`src/rtl/spi_master_gen_if.sv`:
```
// spi_master_gen_if: CPU-side load/unload strobe handshake bundle for spi_master_gen
interface spi_master_gen_if #(
  parameter int DW   = 8,
  parameter int NSS  = 2,
  parameter int DIVW = 4
);
  logic            load_i;
  logic            unload_i;
  logic [DW-1:0]   datain_i;
  logic [DW-1:0]   dataout_o;
  logic [NSS-1:0]  ss_sel_i;
  logic [DIVW-1:0] div_i;
  logic            cpol_i;
  logic            cpha_i;
  logic            busy_o;
  logic            done_o;
  modport master (
    output load_i, unload_i, datain_i, ss_sel_i, div_i, cpol_i, cpha_i,
    input  dataout_o, busy_o, done_o
  );
  modport slave (
    input  load_i, unload_i, datain_i, ss_sel_i, div_i, cpol_i, cpha_i,
    output dataout_o, busy_o, done_o
  );
endinterface

```
`src/rtl/spi_master_gen.sv`:
```
// spi_master_gen: parametrised SPI master with per-transfer CPOL/CPHA/divider; SPI_MASTER_LOOPBACK_EN adds mosi->rx loopback when ss_sel==0
module spi_master_gen #(
  parameter int DW   = 8,
  parameter int NSS  = 2,
  parameter int DIVW = 4
) (
  input  logic           clk,
  input  logic           rst_n,
  spi_master_gen_if.slave bus,
  output logic           sclk_o,
  output logic           mosi_o,
  input  logic           miso_i,
  output logic [NSS-1:0] ssn_o
);
  localparam int HW = $clog2(2 * DW);
  typedef enum logic [1:0] {IDLE, SETUP, XFER, HOLD} state_t;
  state_t          state_q, state_d;
  logic [DIVW-1:0] cnt_q, cnt_d, div_q, div_d;
  logic [HW-1:0]   hcnt_q, hcnt_d;
  logic [DW-1:0]   tx_q, tx_d, rx_q, rx_d, dout_q, dout_d;
  logic [NSS-1:0]  ss_q, ss_d;
  logic            sclk_q, sclk_d, mosi_q, mosi_d, cpha_q, cpha_d, done_q, done_d;
  logic            tick, edge_now, lead, shift, sample, rx_bit;
  assign tick     = cnt_q == '0;
  assign edge_now = tick && state_q == XFER;
  assign lead     = ~hcnt_q[0];
  assign shift    = edge_now && (cpha_q ? lead : ~lead);
  assign sample   = edge_now && (cpha_q ? ~lead : lead);
`ifdef SPI_MASTER_LOOPBACK_EN
  assign rx_bit = (ss_q == '0) ? mosi_q : miso_i;
`else
  assign rx_bit = miso_i;
`endif
  assign sclk_o        = sclk_q;
  assign mosi_o        = mosi_q;
  assign ssn_o         = (state_q == IDLE) ? '1 : ~ss_q;
  assign bus.busy_o    = state_q != IDLE;
  assign bus.done_o    = done_q;
  assign bus.dataout_o = dout_q;
  always_comb begin
    state_d = state_q;
    cnt_d   = (state_q == IDLE) ? cnt_q : tick ? div_q : cnt_q - 1'b1;
    div_d   = div_q;
    cpha_d  = cpha_q;
    ss_d    = ss_q;
    hcnt_d  = edge_now ? hcnt_q + 1'b1 : hcnt_q;
    sclk_d  = edge_now ? ~sclk_q : sclk_q;
    mosi_d  = shift ? tx_q[DW-1] : mosi_q;
    tx_d    = shift ? tx_q << 1 : tx_q;
    rx_d    = sample ? {rx_q[DW-2:0], rx_bit} : rx_q;
    dout_d  = dout_q;
    done_d  = done_q & ~bus.unload_i;
    case (state_q)
      IDLE: if (bus.load_i) begin
        state_d = SETUP;
        cnt_d   = bus.div_i;
        div_d   = bus.div_i;
        cpha_d  = bus.cpha_i;
        ss_d    = bus.ss_sel_i;
        hcnt_d  = '0;
        sclk_d  = bus.cpol_i;
        done_d  = 1'b0;
        mosi_d  = bus.cpha_i ? mosi_q : bus.datain_i[DW-1];
        tx_d    = bus.cpha_i ? bus.datain_i : {bus.datain_i[DW-2:0], 1'b0};
      end
      SETUP: state_d = tick ? XFER : SETUP;
      XFER:  state_d = (edge_now && hcnt_q == HW'(2 * DW - 1)) ? HOLD : XFER;
      HOLD: if (tick) begin
        state_d = IDLE;
        dout_d  = rx_q;
        done_d  = 1'b1;
      end
    endcase
  end
  always_ff @(posedge clk or negedge rst_n) begin
    if (!rst_n) begin
      state_q <= IDLE;
      cnt_q   <= '0;
      div_q   <= '0;
      cpha_q  <= 1'b0;
      ss_q    <= '0;
      hcnt_q  <= '0;
      sclk_q  <= 1'b0;
      mosi_q  <= 1'b0;
      tx_q    <= '0;
      rx_q    <= '0;
      dout_q  <= '0;
      done_q  <= 1'b0;
    end else begin
      state_q <= state_d;
      cnt_q   <= cnt_d;
      div_q   <= div_d;
      cpha_q  <= cpha_d;
      ss_q    <= ss_d;
      hcnt_q  <= hcnt_d;
      sclk_q  <= sclk_d;
      mosi_q  <= mosi_d;
      tx_q    <= tx_d;
      rx_q    <= rx_d;
      dout_q  <= dout_d;
      done_q  <= done_d;
    end
  end
endmodule

```
`src/flat_wrapper.sv`:
```
// flat-port wrapper written by rule: the top's interface ports become plain ports
module spi_master_gen_flat 
#(
  parameter int DW   = 8,
  parameter int NSS  = 2,
  parameter int DIVW = 4
)
  (clk, rst_n, sclk_o, mosi_o, miso_i, ssn_o, bus_load_i, bus_unload_i, bus_datain_i, bus_ss_sel_i, bus_div_i, bus_cpol_i, bus_cpha_i, bus_dataout_o, bus_busy_o, bus_done_o);
  spi_master_gen_if #(.DW(DW), .NSS(NSS), .DIVW(DIVW)) bus_i ();
  input  logic clk;
  input  logic rst_n;
  output logic sclk_o;
  output logic mosi_o;
  input  logic miso_i;
  output logic [NSS-1:0] ssn_o;
  input wire logic [$bits(bus_i.load_i)-1:0] bus_load_i;
  input wire logic [$bits(bus_i.unload_i)-1:0] bus_unload_i;
  input wire logic [$bits(bus_i.datain_i)-1:0] bus_datain_i;
  input wire logic [$bits(bus_i.ss_sel_i)-1:0] bus_ss_sel_i;
  input wire logic [$bits(bus_i.div_i)-1:0] bus_div_i;
  input wire logic [$bits(bus_i.cpol_i)-1:0] bus_cpol_i;
  input wire logic [$bits(bus_i.cpha_i)-1:0] bus_cpha_i;
  output wire logic [$bits(bus_i.dataout_o)-1:0] bus_dataout_o;
  output wire logic [$bits(bus_i.busy_o)-1:0] bus_busy_o;
  output wire logic [$bits(bus_i.done_o)-1:0] bus_done_o;
  assign bus_i.load_i = bus_load_i;
  assign bus_i.unload_i = bus_unload_i;
  assign bus_i.datain_i = bus_datain_i;
  assign bus_i.ss_sel_i = bus_ss_sel_i;
  assign bus_i.div_i = bus_div_i;
  assign bus_i.cpol_i = bus_cpol_i;
  assign bus_i.cpha_i = bus_cpha_i;
  assign bus_dataout_o = bus_i.dataout_o;
  assign bus_busy_o = bus_i.busy_o;
  assign bus_done_o = bus_i.done_o;
  spi_master_gen #(.DW(DW), .NSS(NSS), .DIVW(DIVW)) u_core (.clk(clk), .rst_n(rst_n), .bus(bus_i), .sclk_o(sclk_o), .mosi_o(mosi_o), .miso_i(miso_i), .ssn_o(ssn_o));
endmodule
```
`config.mk`:
```
export PLATFORM = sky130hd
export DESIGN_NAME = spi_master_gen_flat
export DESIGN_NICKNAME = d
export VERILOG_FILES = /design/src/rtl/spi_master_gen_if.sv /design/src/rtl/spi_master_gen.sv /design/src/flat_wrapper.sv
export SDC_FILE = /design/constraint.sdc
export NUM_CORES = 1
export LEC_CHECK = 0
export CORE_UTILIZATION = 56
export CTS_CLUSTER_DIAMETER = 80
export DETAILED_ROUTE_END_ITERATION = 12
export GPL_TIMING_DRIVEN = 0
export MAX_ROUTING_LAYER = met4
export PLACE_DENSITY = 0.81
export SYNTH_ARGS = -nofsm -noshare
export SYNTH_HDL_FRONTEND = slang
export SYNTH_SLANG_ARGS = --single-unit
```
`constraint.sdc`:
```
create_clock -name clk -period 5.1 [get_ports clk]
set_input_delay 0.765 -clock clk [delete_from_list [all_inputs] [get_ports clk]]
set_output_delay 0.765 -clock clk [all_outputs]
set_load 0.02 [all_outputs]
```
==> reports/qor.yml, run 1 <==
status: "completed"
ys_types: 40
die-area_um2: 4090
dp_hpwl_um: 3140
fin_skew_ps: 5.61
whs_ps: 404
post_cts_buffers: 0
slew_headroom_pct: 55.5
clockRootBuffer: "clkbuf_8"
io_buffers: 32
cp.required_ps: 4340
crit_path_start_kind: "register"
cap_violations: 0
rsz0062_at_grt: "no"
p_sw_w: 0.000455
grt_pass1_wl_um: 7370
r2r_cells: 8
internal_power_w: 0.000752
max-clock-path-buffers: 2
power_frac_seq_pct: 43.6
p_leak_nw: 1.19
clk_pin_slew_ps: 80
rows: 22
synth_top_area_share_pct: 51.3
clkSinkCount: 44
post_drt_wl_per_cell_um: 15.1
gp_congestion: 0.810
clock.fmax_ghz: 0.328
tightest_slew_ps: 663
clkPwrFrac_pct: 17.9
crit-reg2reg-launch: "u_core.state_q[0]"
n_antenna_cell: 0
swShare_pct: 37.7
crit_type: "reg2out"
ys_top_cells_by_area: "dfrtp_1 (51%), nand2_1 (5.8%), mux2_2 (5.2%)"
grt_overflow: 0
ir_drop_mv: 0.252
r2r-end: "u_core.tx_q[7]"
grt_use_total_pct: 24.6
area_delta_synth_final_pct: 22.5
start_util_pct: 58.7
cts_buffers: 5
cts_tree: "yes"
vias: 1649
p_comb_share_pct: 38.5
synth.most_common_cell: "dfrtp_1"
slew_violations: 0
max_stage_delay_ps: 620
grt_pass1_vias: 1627
synth_ff_type: "dfrtp_1"
grt_antenna_before_repair: 0
setup_viol: 0
hold_violations: 0
drc_errors: 0
yosysTopAreaCell: "dfrtp_1"
hold_buffers: 0
pin_count: 35
netlist_instances: 204
period_needed_ps: 3050
core_area_um2: 3660
final_nets: 271
avgSynthCellArea_um2: 10.5
crit_chain: "inv_1 -> ha_1 -> clkbuf_1 -> inv_1 -> nand2_1 -> clkdlybuf4s50_1"
yosysWarnings: 0
crit_arrival_ps: 2290
synth_area_um2: 2150
ys_ff_latch: 44
synth_nets: 231
setup_tns_ps: 0
critical_path.max_fanout: 10
cp_slowest_cell: "clkdlybuf4s50_1"
yosysSeqAreaShare_pct: 51.3
synth_edf_count: 0
ant_nets: 0
r2r_slack_ps: 2910
yosys-top-cells-count: "dfrtp_1 (44), nand2_1 (33), o21ai_0 (17), mux2_2 (10), mux2i_1 (9)"
worstSkewPairLatency_ps: 300
htreeDepth: 2
critPathCaptureType: "output port"
power_density_nw_per_um2: 459
dieWidth_um: 63.9
drt-total-wl_um: 4410
ctsResizeCount: 0
grt_max_degree: 28
async_reset_ff_share_pct: 100
dr.pass1.iters: 4
drt_iter0_drc: 69
post-route-period-util_pct: 59.8
cp_common_cell: "inv_1"
drive_gt1_share_pct: 10.2
hold_path_class: "in2async"
detail_route.vias_per_cell: 5.63
fillCellCount: 298
dieHeight_um: 63.9
## layout by cell type, fill, tap and decap left out, types with 2 or more instances in the layout
| cell | netlist | routed |
|---|---|---|
| a211oi_1 | 2 | 2 |
| a21oi_1 | 5 | 5 |
| a22oi_1 | 7 | 7 |
| a31oi_1 | 7 | 7 |
| and2_0 | 2 | 2 |
| buf_1 | 2 | 2 |
| buf_2 | 3 | 4 |
| clkbuf_1 | 6 | 6 |
| clkbuf_8 | 0 | 5 |
| clkdlybuf4s50_1 | 0 | 31 |
| clkinv_2 | 0 | 2 |
| dfrtp_1 | 44 | 44 |
| ha_1 | 6 | 6 |
| inv_1 | 7 | 7 |
| mux2_1 | 7 | 7 |
| mux2_2 | 10 | 10 |
| mux2i_1 | 9 | 9 |
| nand2_1 | 33 | 33 |
| nand3_1 | 3 | 3 |
| nor2_1 | 6 | 6 |
| nor2b_1 | 2 | 2 |
| nor3_1 | 3 | 3 |
| o21ai_0 | 17 | 17 |
| o31ai_1 | 2 | 2 |
| xnor2_1 | 3 | 3 |
## state kept, by name, summed over array words and instances, names as in the netlist, named ones only
name / flops
u_core.bus.dataout_o: 8
u_core.bus.done_o: 1
u_core.cnt_q: 4
u_core.cpha_q: 1
u_core.div_q: 4
u_core.hcnt_q: 4
u_core.mosi_o: 1
u_core.rx_q: 8
u_core.sclk_o: 1
u_core.ss_q: 2
u_core.state_q: 1
u_core.tx_q: 8
## metrics by stage
stage | power, W | instance area (µm²) | util [%] | instances | setup slack, ps
after CTS | 0.00121 | 2630 | 71.9 | 293 | 2050
after global placement | 0.000976 | 2530 | 69.1 | 284 | 2090
after floorplan | 0.000834 | 2150 | - | 204 | 3030
after global routing | 0.00129 | 2630 | 71.9 | 293 | 1880
after detailed placement | 0.000995 | 2540 | 69.5 | 285 | 2390
final | 0.00121 | 2630 | 71.9 | 293 | 2050
## power groups by stage
stage	combinational, W	sequential (W)	clock, W
6_report	0.000465	0.000526	0.000216
4_1_cts	0.000465	0.000525	0.000219
2_1_floorplan	0.000312	0.000522	0
5_1_grt	0.000523	0.000536	0.000236
3_3_place_gp	0.000451	0.000526	0
3_5_place_dp	0.000463	0.000532	0
## cell type report
type / instances / area (µm²) / area share, %
multi-input combinational: 142 / 976 / 37.1
buffer: 11 / 45.0 / 1.71
clock inverter: 3 / 18.8 / 0.713
sequential: 44 / 1100 / 41.8
timing repair buffer: 33 / 335 / 12.7
inverter: 7 / 26.3 / 0.999
clock buffer: 5 / 68.8 / 2.62
tap: 48 / 60.1 / 2.28
## per-layer routing
| layer | track usage, % | routed length, µm | vias up | share of wire [%] |
|---|---|---|---|---|
| li1 | - | - | 803 | - |
| met1 | 31.5 | 2060 | 802 | 47 |
| met2 | 38.8 | 2080 | 36 | 47 |
| met3 | 6.61 | 201 | 8 | 4.6 |
| met4 | 6.53 | 65 | 0 | 1.5 |
| met5 | - | 0 | - | 0 |
## critical path: cells and delay by family, from the launching register on
kind | cells | cell delay, ps
buffers and inverters | 4 | 1300
DFF | 1 | 430
and+or+nand+nor | 1 | 120
adders and majority gates | 1 | 150
## kinds of logic (layout without fill, tap and decap cells)
family	after synthesis	after routing	synth area share [%]
AND/OR/NAND/NOR	59	59	13.3
buffers and inverters	18	59	3.32
flip-flops	44	44	51.3
AO/OA/AOI/OAI	47	47	13.9
adder cells (fa/ha/maj)	6	6	3.49
XOR/XNOR	4	4	1.63
multiplexers	26	26	13.1
## how the worst max path moves through the flow
stage	start	to	slack, ps	cells past startpoint
after CTS	u_core.state_q[0]	ssn_o[0]	2050	6
final	u_core.state_q[0]	ssn_o[0]	2050	6
after global routing	u_core.state_q[0]	ssn_o[0]	1880	6
after detailed placement	u_core.state_q[0]	ssn_o[0]	2390	6
after global placement	rst_n	u_core.bus.dataout_o[3]	2090	1
after floorplan	u_core.state_q[0]	ssn_o[0]	3030	5
Note: power is estimated with default switching activity, not from simulation.
==> run 2: changes to the inputs <==
--- a/config.mk
+++ b/config.mk
@@ -5,12 +5,12 @@
 export SDC_FILE = /design/constraint.sdc
 export NUM_CORES = 1
 export LEC_CHECK = 0
-export CORE_UTILIZATION = 56
+export CORE_UTILIZATION = 53
 export CTS_CLUSTER_DIAMETER = 80
 export DETAILED_ROUTE_END_ITERATION = 12
 export GPL_TIMING_DRIVEN = 0
 export MAX_ROUTING_LAYER = met4
-export PLACE_DENSITY = 0.81
+export PLACE_DENSITY = 0.77
 export SYNTH_ARGS = -nofsm -noshare
 export SYNTH_HDL_FRONTEND = slang
 export SYNTH_SLANG_ARGS = --single-unit
==> constraint.sdc (replaced) <==
create_clock -name clk -period 2.99 [get_ports clk]
set_input_delay 0.4485 -clock clk [delete_from_list [all_inputs] [get_ports clk]]
set_output_delay 0.4485 -clock clk [all_outputs]
set_load 0.02 [all_outputs]
==> run 2 against run 1 <==
Compared with the run above:
- power increased by 81%
- register-to-register slack lost 2100 ps
- sequential power up 71%
- count of clock-buffer cells in the layout increased by 1
- via count up 0.91%
- setup slack worse by 1800 ps
- largest power group unchanged
- highest routed layer unchanged
==> reports/qor.yml, run 2 (same netlist as run 1, synthesis figures left out) <==
status: "completed"  # unchanged
grt_pass1_wl_um: 7710  # was 7370 µm
htreeDepth: 2  # unchanged
final_nets: 271  # unchanged
rsz0062_at_grt: "no"  # unchanged
dieWidth_um: 65.7  # was 63.9 µm
p_leak_nw: 1.21  # was 1.19 nW
grt_antenna_before_repair: 0  # unchanged
grt_max_degree: 27  # was 28
grt_use_total_pct: 24.7  # was 24.6%
max-clock-path-buffers: 2  # unchanged
dieHeight_um: 65.7  # was 63.9 µm
rows: 22  # unchanged
hold_buffers: 0  # unchanged
ctsResizeCount: 0  # unchanged
crit_path_start_kind: "register"  # unchanged
dr.pass1.iters: 4  # unchanged
post_drt_wl_per_cell_um: 15.4  # was 15.1 µm
crit-reg2reg-launch: "u_core.cnt_q[0]"  # was u_core.state_q[0]
power_frac_seq_pct: 41.1  # was 43.6%
vias: 1664  # was 1,649
ir_drop_mv: 0.498  # was 0.252 mV
cp.required_ps: 2540  # was 4340 ps
worstSkewPairLatency_ps: 300  # about the same
grt_overflow: 0  # unchanged
clock.fmax_ghz: 0.363
swShare_pct: 36.2  # was 37.7%
clkSinkCount: 44  # unchanged
cap_violations: 0  # unchanged
n_antenna_cell: 0  # unchanged
crit_type: "reg2out"  # unchanged
slew_violations: 0  # unchanged
cts_buffers: 5  # unchanged
p_sw_w: 0.000790  # was 0.000455 W
hold_path_class: "in2async"  # unchanged
fin_skew_ps: 6.23  # was 5.61 ps
final_area_um2: 2670  # was 2630 µm²
multi_input_area_um2: 976  # unchanged
cts_tree: "yes"  # unchanged
clockRootBuffer: "clkbuf_8"  # unchanged
layout_commonest_cell: "dfrtp_1"  # unchanged
clk_pin_slew_ps: 90  # was 80 ps
r2r_slack_ps: 810  # was 2910 ps
drc_errors: 0  # unchanged
pin_count: 35  # unchanged
setup_viol: 0  # unchanged
crit_arrival_ps: 2300  # was 2290 ps
fillCellCount: 284  # was 298
tightest_slew_ps: 734  # was 663 ps
drive_gt1_share_pct: 10.2  # unchanged
hold_violations: 0  # unchanged
core_area_um2: 3770  # was 3660 µm²
whs_ps: 90.3  # was 404 ps
drt-total-wl_um: 4530  # was 4410 µm
place_area_um2: 2540  # unchanged
start_util_pct: 57.0  # was 58.7%
ant_nets: 0  # unchanged
r2r_cells: 5  # was 8
clkPwrFrac_pct: 22.3  # was 17.9%
area_delta_synth_final_pct: 24.1  # was 22.5%
post_cts_buffers: 0  # unchanged
p_comb_share_pct: 36.6  # was 38.5%
drt_iter0_drc: 133  # was 69
critical_path.max_fanout: 10  # unchanged
seqCellArea_um2: 1100  # unchanged
internal_power_w: 0.00139  # was 0.000752 W
setup_tns_ps: 0  # unchanged
layout_common_cells: "dfrtp_1 (44), nand2_1 (33), clkdlybuf4s50_1 (31)"  # unchanged
period_needed_ps: 2750
critPathCaptureType: "output port"  # unchanged
gp_congestion: 0.817  # was 0.810
power_density_nw_per_um2: 819  # was 459 nW/µm²
grt_pass1_vias: 1674  # was 1,627
post-route-period-util_pct: 92.1
detail_route.vias_per_cell: 5.68  # was 5.63
dp_hpwl_um: 3130  # was 3140 µm
die-area_um2: 4310  # was 4090 µm²
io_buffers: 32  # unchanged
r2r-end: "u_core.rx_q[2]"  # was u_core.tx_q[7]
slew_headroom_pct: 50.7  # was 55.5%
[run 2: stage by stage]
| step | cells | total power (W) | utilization (%) | setup slack [ps] |
|---|---|---|---|---|
| 2_1_floorplan | 204 | 0.00142 | - | 1120 |
| 3_3_place_gp | 284 | 0.00167 | 67.1 | 254 |
| 3_5_place_dp | 285 | 0.00170 | 67.5 | 581 |
| 4_1_cts | 293 | 0.00218 | 70.7 | 233 |
| 5_1_grt | 293 | 0.00233 | 70.7 | 78.8 |
| 6_report | 293 | 0.00218 | 70.7 | 237 |
[run 2: cell type report]
| cell class | instances | share of cell area [%] |
|---|---|---|
| tap | 48 | 2.25 |
| clock inverter | 2 | 1.46 |
| clock buffer | 6 | 3.10 |
| buffer | 11 | 1.69 |
| sequential | 44 | 41.3 |
| inverter | 7 | 0.986 |
| timing repair buffer | 33 | 12.6 |
| multi-input combinational | 142 | 36.6 |
[run 2: worst max-delay path, stage by stage (launching register included)]
cell	delay (ps)
dfrtp_1	430
inv_1	120
ha_1	150
clkbuf_1	320
inv_1	240
nand2_1	130
clkdlybuf4s50_1	610
[run 2: how the worst max path moves through the flow]
stage,startpoint,to,slack (ps),cells past startpoint
after detailed placement,u_core.state_q[0],ssn_o[0],580,6
after floorplan,u_core.cnt_q[0],u_core.hcnt_q[3],1120,6
final,u_core.state_q[0],ssn_o[0],240,6
after global routing,u_core.state_q[0],ssn_o[1],80,6
after CTS,u_core.state_q[0],ssn_o[0],230,6
after global placement,rst_n,u_core.bus.dataout_o[3],250,1
[run 2: routing by layer]
| metal | wire length, µm | global-route usage [%] |
|---|---|---|
| met5 | 0 | - |
| met3 | 256 | 4.51 |
| met4 | 60 | 8.15 |
| met1 | 2130 | 33.2 |
| met2 | 2080 | 37.8 |
[run 2: power groups by stage]
stage          Combinational (W)  Clock, W  Sequential [W]
2_1_floorplan           0.000532         0        0.000890
3_5_place_dp            0.000793         0        0.000905
6_report                0.000799  0.000487        0.000897
3_3_place_gp            0.000773         0        0.000901
4_1_cts                 0.000801  0.000488        0.000895
5_1_grt                 0.000902  0.000510        0.000920
